### src/rtl/mips_mem_pkg.sv
// ============================================================================
// Module      : mips_mem_pkg
// Description : Shared data-memory constants and the store-buffer entry type.
// Revision    : 1.0 - initial release
// ============================================================================
`default_nettype none

package mips_mem_pkg;

    localparam int SB_DEPTH = 4;
    localparam int DM_AW    = 10;
    localparam int DW       = 32;

    // One pending store: valid flag, word address, data and PC+8 for the write log.
    typedef struct packed {
        logic              valid;
        logic [DM_AW-1:0]  addr;
        logic [DW-1:0]     data;
        logic [31:0]       pc8;
    } sb_entry_t;

endpackage

`default_nettype wire

### src/rtl/dm_store_buffer_if.sv
// ============================================================================
// Module      : dm_store_buffer_if
// Description : Store, load-check and data-memory drain signals of the store
//               buffer. master = pipeline/memory side, slave = the buffer.
// Revision    : 1.0 - initial release
// ============================================================================
`default_nettype none

interface dm_store_buffer_if
    import mips_mem_pkg::*;
#(
    parameter int DEPTH = SB_DEPTH,
    parameter int AW    = DM_AW,
    parameter int DW    = mips_mem_pkg::DW
);
    localparam int CW = $clog2(DEPTH) + 1;

    logic          st_valid;
    logic [AW-1:0] st_addr;
    logic [DW-1:0] st_data;
    logic [31:0]   st_pc8;
    logic          st_ready;
    logic          ld_valid;
    logic [AW-1:0] ld_addr;
    logic          ld_fwd;
    logic [DW-1:0] ld_data;
    logic          ld_stall;
    logic          drain_ok;
    logic          dm_we;
    logic [AW-1:0] dm_addr;
    logic [DW-1:0] dm_data;
    logic [31:0]   dm_pc8;
    logic          empty;
    logic [CW-1:0] count;

    modport master (
        output st_valid, st_addr, st_data, st_pc8, ld_valid, ld_addr, drain_ok,
        input  st_ready, ld_fwd, ld_data, ld_stall, dm_we, dm_addr, dm_data,
               dm_pc8, empty, count
    );

    modport slave (
        input  st_valid, st_addr, st_data, st_pc8, ld_valid, ld_addr, drain_ok,
        output st_ready, ld_fwd, ld_data, ld_stall, dm_we, dm_addr, dm_data,
               dm_pc8, empty, count
    );

endinterface

`default_nettype wire

### src/rtl/sb_match.sv
// ============================================================================
// Module      : sb_match
// Description : DEPTH-way address comparator. Reports whether any valid entry
//               matches the key and the index of the youngest such entry,
//               where age is measured backwards from the tail pointer.
// Revision    : 1.0 - initial release
// ============================================================================
`default_nettype none

module sb_match
    import mips_mem_pkg::*;
#(
    parameter  int DEPTH = SB_DEPTH,
    parameter  int AW    = DM_AW,
    localparam int PW    = $clog2(DEPTH)
) (
    input  logic [DEPTH-1:0]         valid,
    input  logic [DEPTH-1:0][AW-1:0] addr,
    input  logic [PW-1:0]            tail,
    input  logic [AW-1:0]            key,
    output logic                     hit,
    output logic [PW-1:0]            idx
);

    // Walk oldest (tail-DEPTH) to youngest (tail-1); a later match overrides, so the youngest wins.
    always_comb begin
        logic [PW-1:0] j;
        hit = 1'b0;
        idx = '0;
        j   = '0;
        for (int k = DEPTH; k >= 1; k--) begin
            j = tail - PW'(k);
            if (valid[j] && (addr[j] == key)) begin
                hit = 1'b1;
                idx = j;
            end
        end
    end

endmodule

`default_nettype wire

### src/rtl/dm_store_buffer.sv
// ============================================================================
// Module      : dm_store_buffer
// Description : In-order store buffer in front of the single-port data memory.
//               Queues MEM-stage stores, retires the oldest one whenever the
//               memory port is free, and resolves loads hitting pending stores.
//               Build option SB_FORWARD_EN: forward youngest matching data to
//               loads; when undefined, matching loads stall until drained.
// Revision    : 1.0 - initial release
// ============================================================================
`default_nettype none

module dm_store_buffer
    import mips_mem_pkg::*;
#(
    parameter  int DEPTH = SB_DEPTH,
    parameter  int AW    = DM_AW,
    parameter  int DW    = mips_mem_pkg::DW,
    localparam int PW    = $clog2(DEPTH),
    localparam int CW    = $clog2(DEPTH) + 1
) (
    input  logic              clk,
    input  logic              reset,
    dm_store_buffer_if.slave  sb
);

    logic [DEPTH-1:0]         ent_valid;
    logic [DEPTH-1:0][AW-1:0] ent_addr;
    logic [DW-1:0]            ent_data [DEPTH];
    logic [31:0]              ent_pc8  [DEPTH];
    logic [PW-1:0]            head;
    logic [PW-1:0]            tail;
    logic [CW-1:0]            count;

    logic                     push;
    logic                     pop;
    logic                     hit;
    logic [PW-1:0]            hit_idx;

    // Ready is from the registered count only: a same-cycle pop never frees a slot for a push.
    assign sb.st_ready = (count != CW'(DEPTH));
    assign sb.empty    = (count == '0);
    assign sb.count    = count;
    assign push        = sb.st_valid && sb.st_ready;
    assign pop         = !sb.empty && sb.drain_ok && !reset;

    assign sb.dm_we    = pop;
    assign sb.dm_addr  = ent_addr[head];
    assign sb.dm_data  = ent_data[head];
    assign sb.dm_pc8   = ent_pc8[head];

    // FIFO state: push at tail, retire at head; reset discards every pending store.
    always_ff @(posedge clk) begin
        if (reset) begin
            ent_valid <= '0;
            head      <= '0;
            tail      <= '0;
            count     <= '0;
        end else begin
            if (push) begin
                ent_valid[tail] <= 1'b1;
                ent_addr[tail]  <= sb.st_addr;
                ent_data[tail]  <= sb.st_data;
                ent_pc8[tail]   <= sb.st_pc8;
                tail            <= tail + 1'b1;
            end
            if (pop) begin
                ent_valid[head] <= 1'b0;
                head            <= head + 1'b1;
            end
            if (push && !pop) begin
                count <= count + 1'b1;
            end else if (pop && !push) begin
                count <= count - 1'b1;
            end
        end
    end

    // Registered entries only: the store being pushed this cycle is not visible to the load.
    sb_match #(
        .DEPTH (DEPTH),
        .AW    (AW)
    ) u_match (
        .valid (ent_valid),
        .addr  (ent_addr),
        .tail  (tail),
        .key   (sb.ld_addr),
        .hit   (hit),
        .idx   (hit_idx)
    );

`ifdef SB_FORWARD_EN
    // Matching load takes the youngest pending data; never stalls.
    always_comb begin
        sb.ld_fwd   = sb.ld_valid && hit;
        sb.ld_data  = '0;
        sb.ld_stall = 1'b0;
        if (sb.ld_fwd) begin
            sb.ld_data = ent_data[hit_idx];
        end
    end
`else
    logic unused_hit_idx;
    assign unused_hit_idx = ^hit_idx;

    // No forwarding path: a matching load waits until the store has drained.
    always_comb begin
        sb.ld_fwd   = 1'b0;
        sb.ld_data  = '0;
        sb.ld_stall = sb.ld_valid && hit;
    end
`endif

endmodule

`default_nettype wire

### src/flat_wrapper.sv
// flat-port wrapper written by rule: the top's interface ports become plain ports
module dm_store_buffer_flat import mips_mem_pkg::*;
#(
    parameter  int DEPTH = SB_DEPTH,
    parameter  int AW    = DM_AW,
    parameter  int DW    = mips_mem_pkg::DW,
    localparam int PW    = $clog2(DEPTH),
    localparam int CW    = $clog2(DEPTH) + 1
)
  (clk, reset, sb_st_valid, sb_st_addr, sb_st_data, sb_st_pc8, sb_ld_valid, sb_ld_addr, sb_drain_ok, sb_st_ready, sb_ld_fwd, sb_ld_data, sb_ld_stall, sb_dm_we, sb_dm_addr, sb_dm_data, sb_dm_pc8, sb_empty, sb_count);
  dm_store_buffer_if #(.DEPTH(DEPTH), .AW(AW), .DW(DW)) sb_i ();
  input  logic clk;
  input  logic reset;
  input wire logic [$bits(sb_i.st_valid)-1:0] sb_st_valid;
  input wire logic [$bits(sb_i.st_addr)-1:0] sb_st_addr;
  input wire logic [$bits(sb_i.st_data)-1:0] sb_st_data;
  input wire logic [$bits(sb_i.st_pc8)-1:0] sb_st_pc8;
  input wire logic [$bits(sb_i.ld_valid)-1:0] sb_ld_valid;
  input wire logic [$bits(sb_i.ld_addr)-1:0] sb_ld_addr;
  input wire logic [$bits(sb_i.drain_ok)-1:0] sb_drain_ok;
  output wire logic [$bits(sb_i.st_ready)-1:0] sb_st_ready;
  output wire logic [$bits(sb_i.ld_fwd)-1:0] sb_ld_fwd;
  output wire logic [$bits(sb_i.ld_data)-1:0] sb_ld_data;
  output wire logic [$bits(sb_i.ld_stall)-1:0] sb_ld_stall;
  output wire logic [$bits(sb_i.dm_we)-1:0] sb_dm_we;
  output wire logic [$bits(sb_i.dm_addr)-1:0] sb_dm_addr;
  output wire logic [$bits(sb_i.dm_data)-1:0] sb_dm_data;
  output wire logic [$bits(sb_i.dm_pc8)-1:0] sb_dm_pc8;
  output wire logic [$bits(sb_i.empty)-1:0] sb_empty;
  output wire logic [$bits(sb_i.count)-1:0] sb_count;
  assign sb_i.st_valid = sb_st_valid;
  assign sb_i.st_addr = sb_st_addr;
  assign sb_i.st_data = sb_st_data;
  assign sb_i.st_pc8 = sb_st_pc8;
  assign sb_i.ld_valid = sb_ld_valid;
  assign sb_i.ld_addr = sb_ld_addr;
  assign sb_i.drain_ok = sb_drain_ok;
  assign sb_st_ready = sb_i.st_ready;
  assign sb_ld_fwd = sb_i.ld_fwd;
  assign sb_ld_data = sb_i.ld_data;
  assign sb_ld_stall = sb_i.ld_stall;
  assign sb_dm_we = sb_i.dm_we;
  assign sb_dm_addr = sb_i.dm_addr;
  assign sb_dm_data = sb_i.dm_data;
  assign sb_dm_pc8 = sb_i.dm_pc8;
  assign sb_empty = sb_i.empty;
  assign sb_count = sb_i.count;
  dm_store_buffer #(.DEPTH(DEPTH), .AW(AW), .DW(DW)) u_core (.clk(clk), .reset(reset), .sb(sb_i));
endmodule
### config.mk
export PLATFORM = sky130hd
export DESIGN_NAME = dm_store_buffer_flat
export DESIGN_NICKNAME = d
export VERILOG_FILES = /design/src/rtl/mips_mem_pkg.sv /design/src/rtl/dm_store_buffer_if.sv /design/src/rtl/sb_match.sv /design/src/rtl/dm_store_buffer.sv /design/src/flat_wrapper.sv
export SDC_FILE = /design/constraint.sdc
export NUM_CORES = 1
export LEC_CHECK = 0
export ABC_CLOCK_PERIOD_IN_PS = 3100
export CORE_ASPECT_RATIO = 0.6
export CORE_MARGIN = 3
export CORE_UTILIZATION = 49
export CTS_CLUSTER_SIZE = 40
export DETAILED_ROUTE_END_ITERATION = 8
export PLACE_DENSITY_LB_ADDON = 0.1
export SLEW_MARGIN = 15
export SYNTH_ARGS = -nofsm -noshare
export SYNTH_HDL_FRONTEND = slang
export SYNTH_SLANG_ARGS = --single-unit
### constraint.sdc
create_clock -name clk -period 3.1 [get_ports clk]
set_clock_uncertainty 0.05 [all_clocks]
set_input_delay 0.465 -clock clk [delete_from_list [all_inputs] [get_ports clk]]
set_output_delay 0.465 -clock clk [all_outputs]
set_load 0.05 [all_outputs]
==> results of run 1 <==
worst min-delay path by stage:
stage	cells after the start	slack [ns]	startpoint	end
3_5_place_dp	2	0.49	u_core.sb.count[2]$_SDFFE_PP0P_	u_core.sb.count[2]$_SDFFE_PP0P_
6_report	2	0.50	u_core.sb.count[2]$_SDFFE_PP0P_	u_core.sb.count[2]$_SDFFE_PP0P_
5_1_grt	1	0.49	sb_st_pc8[5]	u_core.ent_pc8[0][5]$_DFFE_PP_
3_3_place_gp	2	0.46	u_core.sb.count[2]$_SDFFE_PP0P_	u_core.sb.count[2]$_SDFFE_PP0P_
4_1_cts	1	0.47	sb_st_pc8[11]	u_core.ent_pc8[0][11]$_DFFE_PP_
2_1_floorplan	2	0.45	u_core.ent_valid[0]$_SDFF_PP0_	u_core.ent_valid[0]$_SDFF_PP0_
cell type report:
| class | instances | area, um^2 |
|---|---|---|
| repair buffers | 225 | 2170 |
| clock inverters | 18 | 220 |
| multi-input cells | 313 | 3730 |
| clock buffers | 33 | 741 |
| inverters | 8 | 30.0 |
| flip-flops and latches | 309 | 9160 |
| well taps | 352 | 440 |
| diodes | 1 | 2.50 |
| fillers | 1791 | 9240 |
power by group:
part | internal (mW) | switching, mW
Clock | 2.12 | 1.48
Sequential | 4.90 | 0.236
Combinational | 2.08 | 3.21
Total | 9.10 | 4.93
sequential cells by signal, indices dropped and copies added (netlist names), named ones only:
signal and cells:
u_core.ent_data 128, u_core.ent_pc8 128, u_core.ent_addr 40, u_core.ent_valid 4, u_core.sb.count 3, u_core.head 2
u_core.tail 2
layout by cell type, fill, tap and decap left out, types with 22 or more instances in the layout:
cell             count
xnor2_1             23
clkbuf_16           29
mux2i_1             28
conb_1              33
clkdlybuf4s50_1    111
mux4_2              83
xor2_1              22
buf_4               80
edfxtp_1           296
Yosys cell counts, types with 2 or more instances:
cell type / n
mux4_1: 2
mux2i_1: 38
nand2_1: 9
ha_1: 9
clkbuf_1: 18
nand2b_1: 5
mux4_2: 83
xnor2_1: 26
o211ai_1: 2
and2_1: 6
xor2_1: 23
nor2_1: 15
a21oi_1: 15
or4_1: 2
nor2b_1: 4
o21ai_0: 4
inv_1: 8
buf_4: 34
dfxtp_1: 13
nand4_1: 7
edfxtp_1: 296
a211oi_1: 5
buf_2: 10
buf_1: 4
buf_6: 3
nor3_1: 4
routing by layer:
metal  part of all wire  vias to the layer above
li1                   -                     3068
met1               0.45                     3536
met2               0.45                      225
met3              0.089                       34
met4              0.010                        6
met5             0.0014                        -
metrics by stage:
step	total power [mW]	instance area [um^2]	setup TNS [ns]	hold slack, ns	worst slack (ns)
after floorplan	8.83	13200	-62.01	0.449	-0.209
after global placement	10.4	15300	-0.0913	0.457	-0.0913
after detailed placement	10.5	15300	-0.0738	0.493	-0.0738
after CTS	14.1	16400	-0.296	0.472	-0.296
after global routing	14.6	16500	-0.457	0.490	-0.457
final	14.0	16500	-0.344	0.502	-0.344
worst min-delay path: cells and delay by family, from the launching register on:
| kind | cells | cell delay [ns] |
|---|---|---|
| flops | 1 | 0.35 |
| compound gates | 2 | 0.16 |
cell families after synthesis:
logic type	count (synthesis)	share of synthesized area
multiplexers	124	0.177
XOR/XNOR	49	0.0328
AND/OR/NAND/NOR	58	0.0238
buffers and inverters	78	0.0361
other	1	0.000287
flip-flops	309	0.700
AO/OA/AOI/OAI	39	0.0202
adder cells (fa/ha/maj)	10	0.0101
what timing repair did:
item / in CTS / in global routing
setup buffers: 2 / 6
endpoints found under the setup margin: 44 / 4
pin swaps: 3 / 9
gates resized for setup: 28 / 21
==> flow_summary.toml, run 1 <==
[finish]
final_util = 0.641
fin_nets = 984
fin_cells = 1259
drive_above_1_share = 0.279
syn_to_final_growth_pct = 26.2

[logic_synthesis]
syn_area_um2 = 13100
synth_edf_count = 296
ys_seq_area_frac = 0.700
ys.flop_type = "edfxtp_1"
synth-seq-cells = 309
netlist_instances = 668
async_reset_ff_frac = 0
yosys_warnings = 0
synth_cell_types = 49
synth_area_per_cell_um2 = 19.6
ys_top_cells_by_area = "edfxtp_1 (68%), mux4_2 (14%), mux2i_1 (2.9%)"
synth_top_cell_by_area = "edfxtp_1"
synth_top_area_frac = 0.680

[worst_setup_path]
cp-end-kind = "output pin"
cp_num_buf_inv = 2
crit_fanout = 7
cp_data_arrival_time_ns = 2.93
rr_worst_depth = 10
cp-endpoint = "sb_ld_stall"
path_cells = "buf_4 -> mux2i_1 -> xor2_1 -> nand3_1 -> or4b_1 -> a221o_1 -> o221ai_4 -> buf_12"
cp_top_family = "simple AND/OR/NAND/NOR gates"
crit_required_ns = 2.58
reg2reg_to = "u_core.sb.count[2]$_SDFFE_PP0P_"
worstSetupStartpoint = "u_core.tail[0]$_SDFFE_PP0N_"
crit_cells = 8
slowest_delay_ns = 0.53
reg2reg_from = "u_core.sb.count[0]$_SDFFE_PP0P_"
slowest_stage = "or4b_1"
cp-start-kind = "flop"
setup.worst_path.class = "reg2out"
rrSetupSlack_ns = 0.79

[floorplan]
io_pins = 203
dieWidth_um = 217
rows = 45
die_y_um = 133
core_area_um2 = 25700
initial_utilization = 0.508
dieArea_um2 = 28700

[cts]
clk_latency_ns = 0.54
cts_tree = "built"
h-tree-depth = 1
cts_buffers = 28
cts_root_buffer = "clkbuf_16"
cts_buffer_depth = 3
ctsHoldBuffers = 0
clkSlewWorstSetupHoldPaths_ns = 0.06
cts_sinks = 309

[routing]
vias = 6869
totalWireLength_um = 28200
via_per_inst = 5.46
ant_nets = 0
avgRoutedWirePerCell_um = 22.4
dr.first_iter.drc_count = 515
drc_errors = 0
firstDrtPassIters = 7

[sta]
worst_slew_pin_slew_ns = 0.632
fin_crit_sh = 1.11
worst_slack_ns = -0.344
slew_headroom = 0.578
finalHoldViolCount = 0
rsz0062_at_grt = "yes"
maxClockFrequency_mhz = 290
fin_crit_ns = 3.44
setup_viol = 1
slew_viol_final = 0

[power]
vdd_ir_drop_max_uv = 472
leakagePower_nw = 5.49
power.density_nw_per_um2 = 851

[grt]
grt_pass1_vias = 7154
grt_pass1_wl_um = 43000
antenna_found_initial = 4
overflow = 0
busiest_layer = "met2"
track_usage = 0.196
grt_util_met1 = 0.290
use_met2 = 0.295
grt_max_degree = 60
grt_use_met3 = 0.0633

[placed_design]
gp_congestion = 0.890
io_buffers = 169
place_inst = 1199
hpwlAfterDp_um = 18800

[worst_hold_path]
hp-class = "reg2reg"

[run_status]
violations = "negative setup slack"
status = "finished, violations left"

[run]
maxCapViolations = 0
Power figures use the tool's default switching activity.
==> run 2, diff against run 1 <==
Settings changed: MAX_ROUTING_LAYER set to met4.
==> run 2 against run 1 <==
The flow still finishes with violations (negative setup slack); cell area decreased by 0.39%; worst setup slack gained 0.072 ns; hold slack got worse by 0.018 ns; global-route usage increased by 0.59 points; combinational power about the same; cell count grew 0.24%; count of clock-buffer cells in the layout rose by 9; sequential share of layout area increased by 0.22 points; die area unchanged.
==> flow_summary.toml, run 2 (synthesis results as in run 1) <==
[grt]
overflow = 0
grt_pass1_vias = 7196
track_usage = 0.202
antenna_found_initial = 2
grt_pass1_wl_um = 43000
grt_max_degree = 51

[cts]
cts_tree = "built"
cts_sinks = 309
cts_root_buffer = "clkbuf_16"
clk_latency_ns = 0.55
clkSlewWorstSetupHoldPaths_ns = 0.06
h-tree-depth = 1
cts_buffer_depth = 3
cts_buffers = 29

[worst_setup_path]
reg2reg_to = "u_core.sb.count[2]$_SDFFE_PP0P_"
reg2reg_from = "u_core.sb.count[0]$_SDFFE_PP0P_"
rr_worst_depth = 10
cp_top_family = "simple AND/OR/NAND/NOR gates"
slowest_delay_ns = 0.53
rrSetupSlack_ns = 0.73
critPathMostFrequentCell = "buf_12"
path_cells = "buf_12 -> clkbuf_16 -> buf_4 -> mux2i_2 -> nor2_1 -> or4b_1 -> a221o_1 -> o221ai_4 -> buf_12"
worstSetupStartpoint = "u_core.tail[0]$_SDFFE_PP0N_"
cp-start-kind = "flop"
setup.worst_path.class = "reg2out"
cp_data_arrival_time_ns = 2.86
crit_required_ns = 2.58
crit_fanout = 7
cp-end-kind = "output pin"
cp_num_buf_inv = 4
slowest_stage = "or4b_1"

[floorplan]
rows = 45
initial_utilization = 0.508
core_area_um2 = 25700
die_y_um = 133
dieWidth_um = 217
io_pins = 203
dieArea_um2 = 28700

[finish]
fin_nets = 985
mostFrequentLayoutCells = "edfxtp_1 (296), clkdlybuf4s50_1 (110), mux4_2 (83), buf_4 (81), conb_1 (33)"
fin_cells = 1262
final_common_cell = "edfxtp_1"
drive_above_1_share = 0.272
syn_to_final_growth_pct = 25.7
reg.largest.list = "u_core.ent_data: 128 flops, u_core.ent_pc8: 128 flops, u_core.ent_addr: 40 flops"

[worst_hold_path]
holdPathStages = 1
holdPathEnd = "u_core.ent_pc8[0][12]$_DFFE_PP_"
hp-class = "in2reg"
hold_path_startpoint = "sb_st_pc8[12]"

[routing]
firstDrtPassIters = 5
ant_nets = 0
vias = 6853
totalWireLength_um = 28300
drc_errors = 0
avgRoutedWirePerCell_um = 22.4
via_per_inst = 5.43
dr.first_iter.drc_count = 387

[placed_design]
io_buffers = 169
dpl_worst_slack_ns = -0.0809
gp_congestion = 0.856
hpwlAfterDp_um = 18800
place_inst = 1195

[sta]
rsz0062_at_grt = "yes"
finalHoldViolCount = 0
fin_crit_sh = 1.09
fin_tns_setup_ns = -0.272
worst_slew_pin_slew_ns = 0.592
fin_crit_ns = 3.37
slew_viol_final = 0
maxClockFrequency_mhz = 297
slew_headroom = 0.607
worst_slack_ns = -0.272
setup_viol = 1

[run_status]
status = "finished, violations left"
violations = "negative setup slack"

[run]
maxCapViolations = 0

[power]
vdd_ir_drop_max_uv = 480
power.density_nw_per_um2 = 839
leakagePower_nw = 5.45
-- run 2: changes by cell type in the layout (fill, tap and decap cells not counted), moves of 2 or more --
| cell | delta |
|---|---|
| bufinv_16 | -4 |
| dlymetal6s2s_1 | -2 |
| clkbuf_1 | +6 |
| mux2i_2 | -3 |
| mux2i_1 | +3 |
| dlygate4sd2_1 | +3 |
| clkbuf_8 | +3 |
| inv_6 | +2 |
| clkinv_2 | -3 |
-- run 2: stage by stage --
step / total power, mW / instance area [um^2] / hold WS [ns] / utilization
2_1_floorplan: 8.83 / 13200 / 0.449 / -
3_3_place_gp: 10.4 / 15300 / 0.456 / 0.594
3_5_place_dp: 10.5 / 15300 / 0.516 / 0.594
4_1_cts: 13.9 / 16300 / 0.454 / 0.634
5_1_grt: 14.4 / 16400 / 0.477 / 0.639
6_report: 13.8 / 16400 / 0.483 / 0.639
-- run 2: worst max-delay path by stage --
stage               cells past startpoint  slack, ns                           end
floorplan                               6      -0.21  u_core.ent_addr[0]$_DFFE_PP_
global placement                        8      -0.08                   sb_ld_stall
detailed placement                      8      -0.08                   sb_ld_stall
CTS                                     8      -0.32                   sb_ld_stall
global route                            9      -0.37                   sb_ld_stall
finish                                  9      -0.27                   sb_ld_stall
-- run 2: power by group --
group	internal [mW]	switching [mW]	total [mW]
combinational	2.07	3.25	5.32
clock	1.90	1.47	3.37
sequential	4.91	0.190	5.10
total	8.88	4.91	13.8
-- run 2: routing by layer --
metal | global-route usage | vias up | wire length, um
met1 | 0.294 | 3537 | 12900
met4 | 0.0351 | 0 | 462
li1 | - | 3074 | -
met2 | 0.293 | 211 | 12800
met5 | - | - | 0
met3 | 0.0549 | 31 | 2100
-- run 2: repair_timing --
item                                    CTS  global route
endpoints found under the hold margin     0             0
pin swaps                                 5             9
endpoints found under the setup margin   19             7
buffers inserted                          7             4
hold buffers                              0             0
gates resized for setup                  33            13
cloned                                    0             1
-- run 2: layout make-up --
class                           instances  area [um^2]
Antenna cell                            2         5.00
Clock buffer                           42          805
Clock inverter                         11          103
Fill cell                            1838         9300
Inverter                                8         30.0
Multi-Input combinational cell        313         3730
Sequential cell                       309         9160
Tap cell                              352          440
Timing Repair Buffer                  225         2160
